**config.mk**
```make
export PLATFORM = sky130hd
export DESIGN_NAME = fetch_stage
export DESIGN_NICKNAME = d
export VERILOG_FILES = /design/src/rtl/fetch_pkg.sv /design/src/rtl/branch_lut.sv /design/src/rtl/fetch_stage.sv
export SDC_FILE = /design/constraint.sdc
export NUM_CORES = 1
export LEC_CHECK = 0
export BUFFER_PORTS_ARGS = -buffer_cell sky130_fd_sc_hd__buf_2
export CORE_ASPECT_RATIO = 1.25
export CORE_MARGIN = 2
export CORE_UTILIZATION = 45
export DETAILED_ROUTE_END_ITERATION = 12
export PLACE_DENSITY = 0.74
export SLEW_MARGIN = 20
export SYNTH_ARGS = -nofsm -noshare
export SYNTH_HDL_FRONTEND = slang
export SYNTH_SLANG_ARGS = --single-unit
```
**constraint.sdc**
```tcl
create_clock -name clk -period 6.78 [get_ports clk]
set_input_delay 0.678 -clock clk [delete_from_list [all_inputs] [get_ports clk]]
set_output_delay 0.678 -clock clk [all_outputs]
set_load 0.005 [all_outputs]
```
**src/rtl/fetch_pkg.sv**
```systemverilog
// Shared types and default sizing for the instruction-fetch stage.
// Latency: n/a (declarations only).
// Backpressure: n/a.
package fetch_pkg;

    typedef enum logic {
        BR_ABS = 1'b0,
        BR_REL = 1'b1
    } br_mode_e;

    localparam int D         = 10;
    localparam int W         = 9;
    localparam int L         = 16;
    localparam int HALT_ADDR = 356;
    localparam int CW        = 16;

endpackage

```
**src/rtl/branch_lut.sv**
```systemverilog
// Run-time writable branch-target table; resolves absolute or PC-relative targets.
// Latency: combinational read (old entry on same-cycle write), write lands on the edge.
// Backpressure: none; writes are accepted every cycle regardless of pipeline state.
module branch_lut #(
    parameter int D  = fetch_pkg::D,
    parameter int L  = fetch_pkg::L,
    parameter int LW = $clog2(fetch_pkg::L)
) (
    input  logic          clk,
    input  logic          reset,
    input  logic          we,
    input  logic [LW-1:0] widx,
    input  logic [D-1:0]  wdata,
    input  logic [LW-1:0] rd_idx,
    input  logic          mode,
    input  logic [D-1:0]  pc,
    output logic [D-1:0]  target
);
    import fetch_pkg::*;

    logic [D-1:0] lut [L];
    logic [D-1:0] entry;

    // Table storage: cleared on reset, one entry written per edge.
    always_ff @(posedge clk) begin
        if (reset) begin
            for (int i = 0; i < L; i++) begin
                lut[i] <= '0;
            end
        end else if (we) begin
            lut[widx] <= wdata;
        end
    end

    // Target select; a D-bit wrapping add is the sign-extended relative offset.
    always_comb begin
        entry  = lut[rd_idx];
        target = entry;
        if (mode == BR_REL) begin
            target = pc + entry;
        end
    end

endmodule

```
**src/rtl/fetch_stage.sv**
```systemverilog
// Instruction fetch: PC, branch redirect via LUT, one-entry fetch/decode register, halt.
// Latency: PC->mach_code 1 cycle; taken branch redirects next cycle with one bubble.
// Backpressure: stall holds PC, mach_code, mach_valid and issued; done freezes until reset.
module fetch_stage #(
    parameter int D         = fetch_pkg::D,
    parameter int W         = fetch_pkg::W,
    parameter int L         = fetch_pkg::L,
    parameter int HALT_ADDR = fetch_pkg::HALT_ADDR,
    parameter int CW        = fetch_pkg::CW,
    localparam int LW       = $clog2(L)
) (
    input  logic          clk,
    input  logic          reset,
    output logic [D-1:0]  fetch_addr,
    input  logic [W-1:0]  rom_data,
    output logic [W-1:0]  mach_code,
    output logic          mach_valid,
    input  logic          stall,
    input  logic          br_take,
    input  logic          br_mode,
    input  logic [LW-1:0] br_idx,
    input  logic          lut_we,
    input  logic [LW-1:0] lut_widx,
    input  logic [D-1:0]  lut_wdata,
    output logic [D-1:0]  prog_ctr,
    output logic [CW-1:0] issued,
    output logic          done
);
    import fetch_pkg::*;

    localparam logic [D-1:0] HALT_PC = D'(HALT_ADDR);

    logic [D-1:0] br_target;
    logic         halt_hit;
    logic         freeze;
    logic         advance;

    branch_lut #(
        .D  (D),
        .L  (L),
        .LW (LW)
    ) u_lut (
        .clk    (clk),
        .reset  (reset),
        .we     (lut_we),
        .widx   (lut_widx),
        .wdata  (lut_wdata),
        .rd_idx (br_idx),
        .mode   (br_mode),
        .pc     (prog_ctr),
        .target (br_target)
    );

    assign fetch_addr = prog_ctr;

    // Halt takes effect on the edge that sees HALT_PC, so the PC never steps past it.
    always_comb begin
        halt_hit = (prog_ctr == HALT_PC);
        freeze   = done || halt_hit;
        advance  = !freeze && !stall;
    end

    // Program counter: redirect on a taken branch, otherwise step with wrap.
    always_ff @(posedge clk) begin
        if (reset) begin
            prog_ctr <= '0;
        end else if (advance) begin
            prog_ctr <= br_take ? br_target : prog_ctr + D'(1);
        end
    end

    // Fetch/decode register; the word fetched alongside a taken branch is wrong-path.
    always_ff @(posedge clk) begin
        if (reset) begin
            mach_code  <= '0;
            mach_valid <= 1'b0;
        end else if (freeze) begin
            mach_valid <= 1'b0;
        end else if (!stall) begin
            mach_code  <= rom_data;
            mach_valid <= !br_take;
        end
    end

    // Issued count: an instruction is consumed when valid and not held by stall.
    always_ff @(posedge clk) begin
        if (reset) begin
            issued <= '0;
        end else if (!done && !stall && mach_valid) begin
            issued <= issued + CW'(1);
        end
    end

    // Sticky halt flag, cleared only by reset.
    always_ff @(posedge clk) begin
        if (reset) begin
            done <= 1'b0;
        end else if (halt_hit) begin
            done <= 1'b1;
        end
    end

endmodule

```
# Word-level counts from Yosys, hierarchy flattened
# Memory sizes are Yosys's and may differ from the RTL's.
# Cells that the tools add are included.
# word_totals
output_inout_bits	47
ram_bits	160
wordCells	33
register_bits	37
n_memories	1
in_bits	33
# memory_table
memory	depth	width	rd	rd_ports_with_merged_regs	write_ports	line	source
u_lut.lut	16	10	1	0	16	branch_lut.sv:21	logic [D-1:0] lut [L];
# op_classes
reduce_logical	11
bitwise_logic	2
addsub	3
n_mux	10
n_eq_ne	1
# ops
operator	count
$mux W10	3
$add A16 B1 Y16 const B	1
$add A10 B1 Y10 const B	1
$add A10 B10 Y10	1
$eq A10 B9 Y1 const B	1
$reduce_or A10 Y1	1
$mux W1	6
$logic_not A1 Y1	4
$mux W4	1
$logic_and A1 B1 Y1	3
$not A1 Y1	2
$reduce_and A2 Y1	1
$reduce_or A2 Y1	1
$logic_or A1 B1 Y1	1

# Longest topological paths before layout
# logic_depth
ltp_word	5
depth_mapped	13
ltp_nobuf	12

# Modules after synthesis
# Synthesis repeated with hierarchy kept, for this count alone.
# hier_totals
cells_unflattened	738
hier_area_um2	9669.3
# modules_own_cells
mod	seq_area_each_um2	n_inst	cells_per_inst	area_each_um2
branch_lut	4804.6	1	507	7793.7
fetch_stage	740.7	1	231	1875.5

# Least setup slack after synthesis
# No wires, ideal clock.
# synth_timing
kind	input to register
from	input br_idx[0]
to	register prog_ctr[9] (netlist: fetch_addr[9])
path_buffers	2
t_required_ps	6693
cell_stages	11
t_arrival_ps	3447
slack_ps	3246
setup_time_ps	87
cell_sequence	buf_6 > buf_6 > mux4_2 > mux4_2 > ha_1 > a21oi_1 > o211ai_1 > a221oi_1 > mux2i_1 > xnor2_1 > o31ai_1
# synth_via
elab_chain_cells	4
# synth_lines
element	line	source
start: declaration	fetch_stage.sv:21	input logic [LW-1:0] br_idx,
$mem_v2 Z16 W10 *	--	
$add A10 B10 Y10	branch_lut.sv:40	target = pc + entry;
$mux W10 *	branch_lut.sv:39	if (mode == BR_REL) begin
$mux W10 *	fetch_stage.sv:68	prog_ctr <= br_take ? br_target : prog_ctr + D'(1);
end signal: assignment	fetch_stage.sv:68	
end: declaration	fetch_stage.sv:25	output logic [D-1:0] prog_ctr,
# Every way passes the cells marked *; elsewhere a longest branch is shown, timed or not.
# A chain may end at the register's enable or synchronous reset.

# Worst setup path after layout
# layout_timing
from	input br_idx[0]
to	register prog_ctr[8] (netlist: fetch_addr[8])
# The elaborated chain is that of the path after synthesis.

==> flow_summary.toml <==
[route]
drtAntennaViolNets = 0
post-route-drc-count = 0
routed-via-count = 5821
finalWirelength_um = 21000
route.detailed.wl_per_inst_um = 19.7
drt_iter0_drc = 430
drt-pass1-iter-count = 5
avgViaCountPerCell = 5.47

[clock_network]
cts_root_buffer = "clkbuf_16"
worstSkewPairLatency_ns = 0.44
cts_num_sinks = 197
post_cts_hold_buffer_count = 0
cts.htree.levels = 4
cts_inserted_buffers = 17
tritoncts_clock_tree = "built"
cts_resized = 0
clockBufferDepth = 2
clock_input_transition_at_the_sequential_cells_of_the_worst_setup_and_hold_paths_ns = 0.08
post_cts_repair_timing_setup_buffer_count = 0

[yosys]
yosys_register_bits = 197
async_s_r_ff_share_synth_pct = 0
syn-num-nets = 771
synth_cell_types = 47
synth_sequential_area_ratio_pct = 58.2
average_instance_area_after_synthesis_um2 = 13.1
yosysTopAreaCell = "edfxtp_1"
synth_edf_count = 160
synth-warning-count = 0
syn-instance-count = 725
synth_top_area_share_pct = 50.4
post_synth_main_area_contributors = "edfxtp_1 50%, mux4_2 11%, and2_1 11%"
synth_ff_type = "edfxtp_1"
mappedNetlistArea_mm2 = 0.00953

[critical_path]
cp_data_required_time_ns = 7.15
criticalPathCategory = "in -> reg"
worst-path-max-fanout = 28
critical_path.startpoint_type = "primary input"
critical_path_arrival_ns = 4.55
crit_path_end_kind = "register"

[pwr]
power.switching_fraction_pct = 25.3
power.combinational.fraction_pct = 10.2
total_leakage_power_nw = 3.98
cellInternalPower_mw = 2.02
power_frac_seq_pct = 51.7
total_switching_power_mw = 0.686
post-layout-total-power_mw = 2.71
largest_vdd_supply_drop_mv = 0.200
power_density_mw_per_mm2 = 254
clock_power_share_pct = 38.1

[timing]
finalHoldViolCount = 0
timing.max_slew.rel_slack_pct = 35.0
fin_crit_sh_pct = 61.7
rsz_0062_raised_after_global_routing = "false"
clock_skew_ns = 0.0122
fin_crit_ns = 4.18
setup_viol_count_final = 0
timing.final.max_slew_violations = 0
timing_worst_slew_pin_value_ns = 0.975
setup_tns_ns = 0
max_freq_ghz = 0.239

[global_routing]
grt.total_usage_pct = 19.4
grt_pass1_wl_um = 32500
grt_antenna_before_repair = 2
overflow = 0
grt_max_degree = 57
vias_in_the_first_global_route = 5716

[final_layout]
final_nets = 822
area_growth_pct = 12.1
drive_above_1_share_pct = 24.0

[floorplanning]
full_die_area_mm2 = 0.0224
dieHeight_um = 167
dieWidth_um = 134
core-area_mm2 = 0.0208
std_cell_rows = 59
floorplan.initialDensity_pct = 45.8
top_level_ports = 80

[min_path]
timing.hold.worst.class = "reg -> reg"

[placement]
finalWeightedCongestion = 0.830
dpl.hpwl_um = 14100
port-buffer-count = 79

[job]
cap_violations = 0

[run_status]
run_status = "finished, final reports clean"
final timing paths:
path	slack, ns	end	depth (start not counted)	startpoint
max	2.60	fetch_addr[8]	13	br_idx[0]
min	0.45	mach_code[8]	2	mach_code[8]
max reg2reg	3.29	fetch_addr[8]	12	u_lut.lut[0][0]
min reg2reg	0.45	mach_code[8]	2	mach_code[8]
critical path: stages:
cell,delay (ns)
buf_2,0.72
mux4_2,0.59
nor2b_1,0.14
a211oi_1,0.40
a21oi_1,0.13
ha_1,0.24
fa_1,0.41
a21oi_1,0.20
o21ai_0,0.17
a2111oi_0,0.45
nor3_1,0.13
xnor2_1,0.14
a31oi_1,0.15
kinds of logic after synthesis:
kind of cell    Yosys count  share of synthesized area, %
xor+xnor                 22                          2.02
buf+inv                  65                          3.27
flops                   197                          58.2
fa+ha+maj                13                          1.79
compound gates           69                          4.85
mux                      53                          11.7
simple gates            306                          18.1
cells in the mapped netlist (all sizes together) (12+ instances only):
master and n:
a21oi 26, and2 164, buf 20, clkbuf 38
dfxtp 37, edfxtp 160, ha 12, mux4 47
nand2 35, nor2 40, or2 16, xor2 13
power groups by stage:
stage	Clock, mW	Combinational [mW]	Sequential, mW
after detailed placement	0	0.275	1.43
final	1.03	0.277	1.40
after floorplan	0	0.197	1.41
after global placement	0	0.272	1.42
after CTS	1.04	0.278	1.40
after global routing	1.09	0.303	1.40
per-stage QoR:
step                area, um^2  utilization [%]  hold WS, ns  setup slack [ns]  cells
floorplan                 9530                -        0.453              3.25    725
global placement         10100             48.3        0.439              2.10   1031
detailed placement       10100             48.3        0.447              2.14   1031
CTS                      10700             51.2        0.457              2.59   1063
global route             10700             51.3        0.468              2.20   1063
finish                   10700             51.3        0.451              2.60   1065
area by class of cell:
type                       count  area [um^2]
fill                        1774        10100
sequential                   197         5550
multi-input combinational    463         3670
timing repair buffer          90          480
clock buffer                  17          425
tap                          274          343
clock inverter                15          180
inverter                       7         26.3
antenna                        2         5.00
flip-flops by register name, indices dropped and copies added, names as in the netlist:
| name | flops |
|---|---|
| u_lut.lut | 160 |
| issued | 16 |
| fetch_addr | 10 |
| mach_code | 9 |
| done | 1 |
| mach_valid | 1 |
routing by layer:
metal / routed length [um] / global-route usage (%)
met1: 8300 / 24.3
met2: 10900 / 34.3
met3: 1260 / 3.41
met4: 544 / 6.27
met5: 0 / 0
cell usage in the layout (no fill, tap or decap), types with 4 or more instances in the layout:
cell	synthesis	final
and2_1	164	164
edfxtp_1	160	160
buf_2	6	78
mux4_2	47	47
nor2_1	40	40
dfxtp_1	37	37
nand2_1	35	35
a21oi_1	26	26
clkbuf_16	0	17
or2_2	16	16
xor2_1	13	13
ha_1	12	12
buf_4	12	12
nor3_1	10	10
nand3_1	10	10
xnor2_1	9	9
a211oi_1	7	7
inv_1	7	7
o21ai_0	7	7
mux2i_1	6	6
and3_1	6	6
a31oi_1	6	6
nor2b_1	5	5
nand2b_1	5	5
nand4_1	5	5
o21bai_1	4	4
inv_8	0	4
Note: power is estimated with default switching activity, not from simulation.
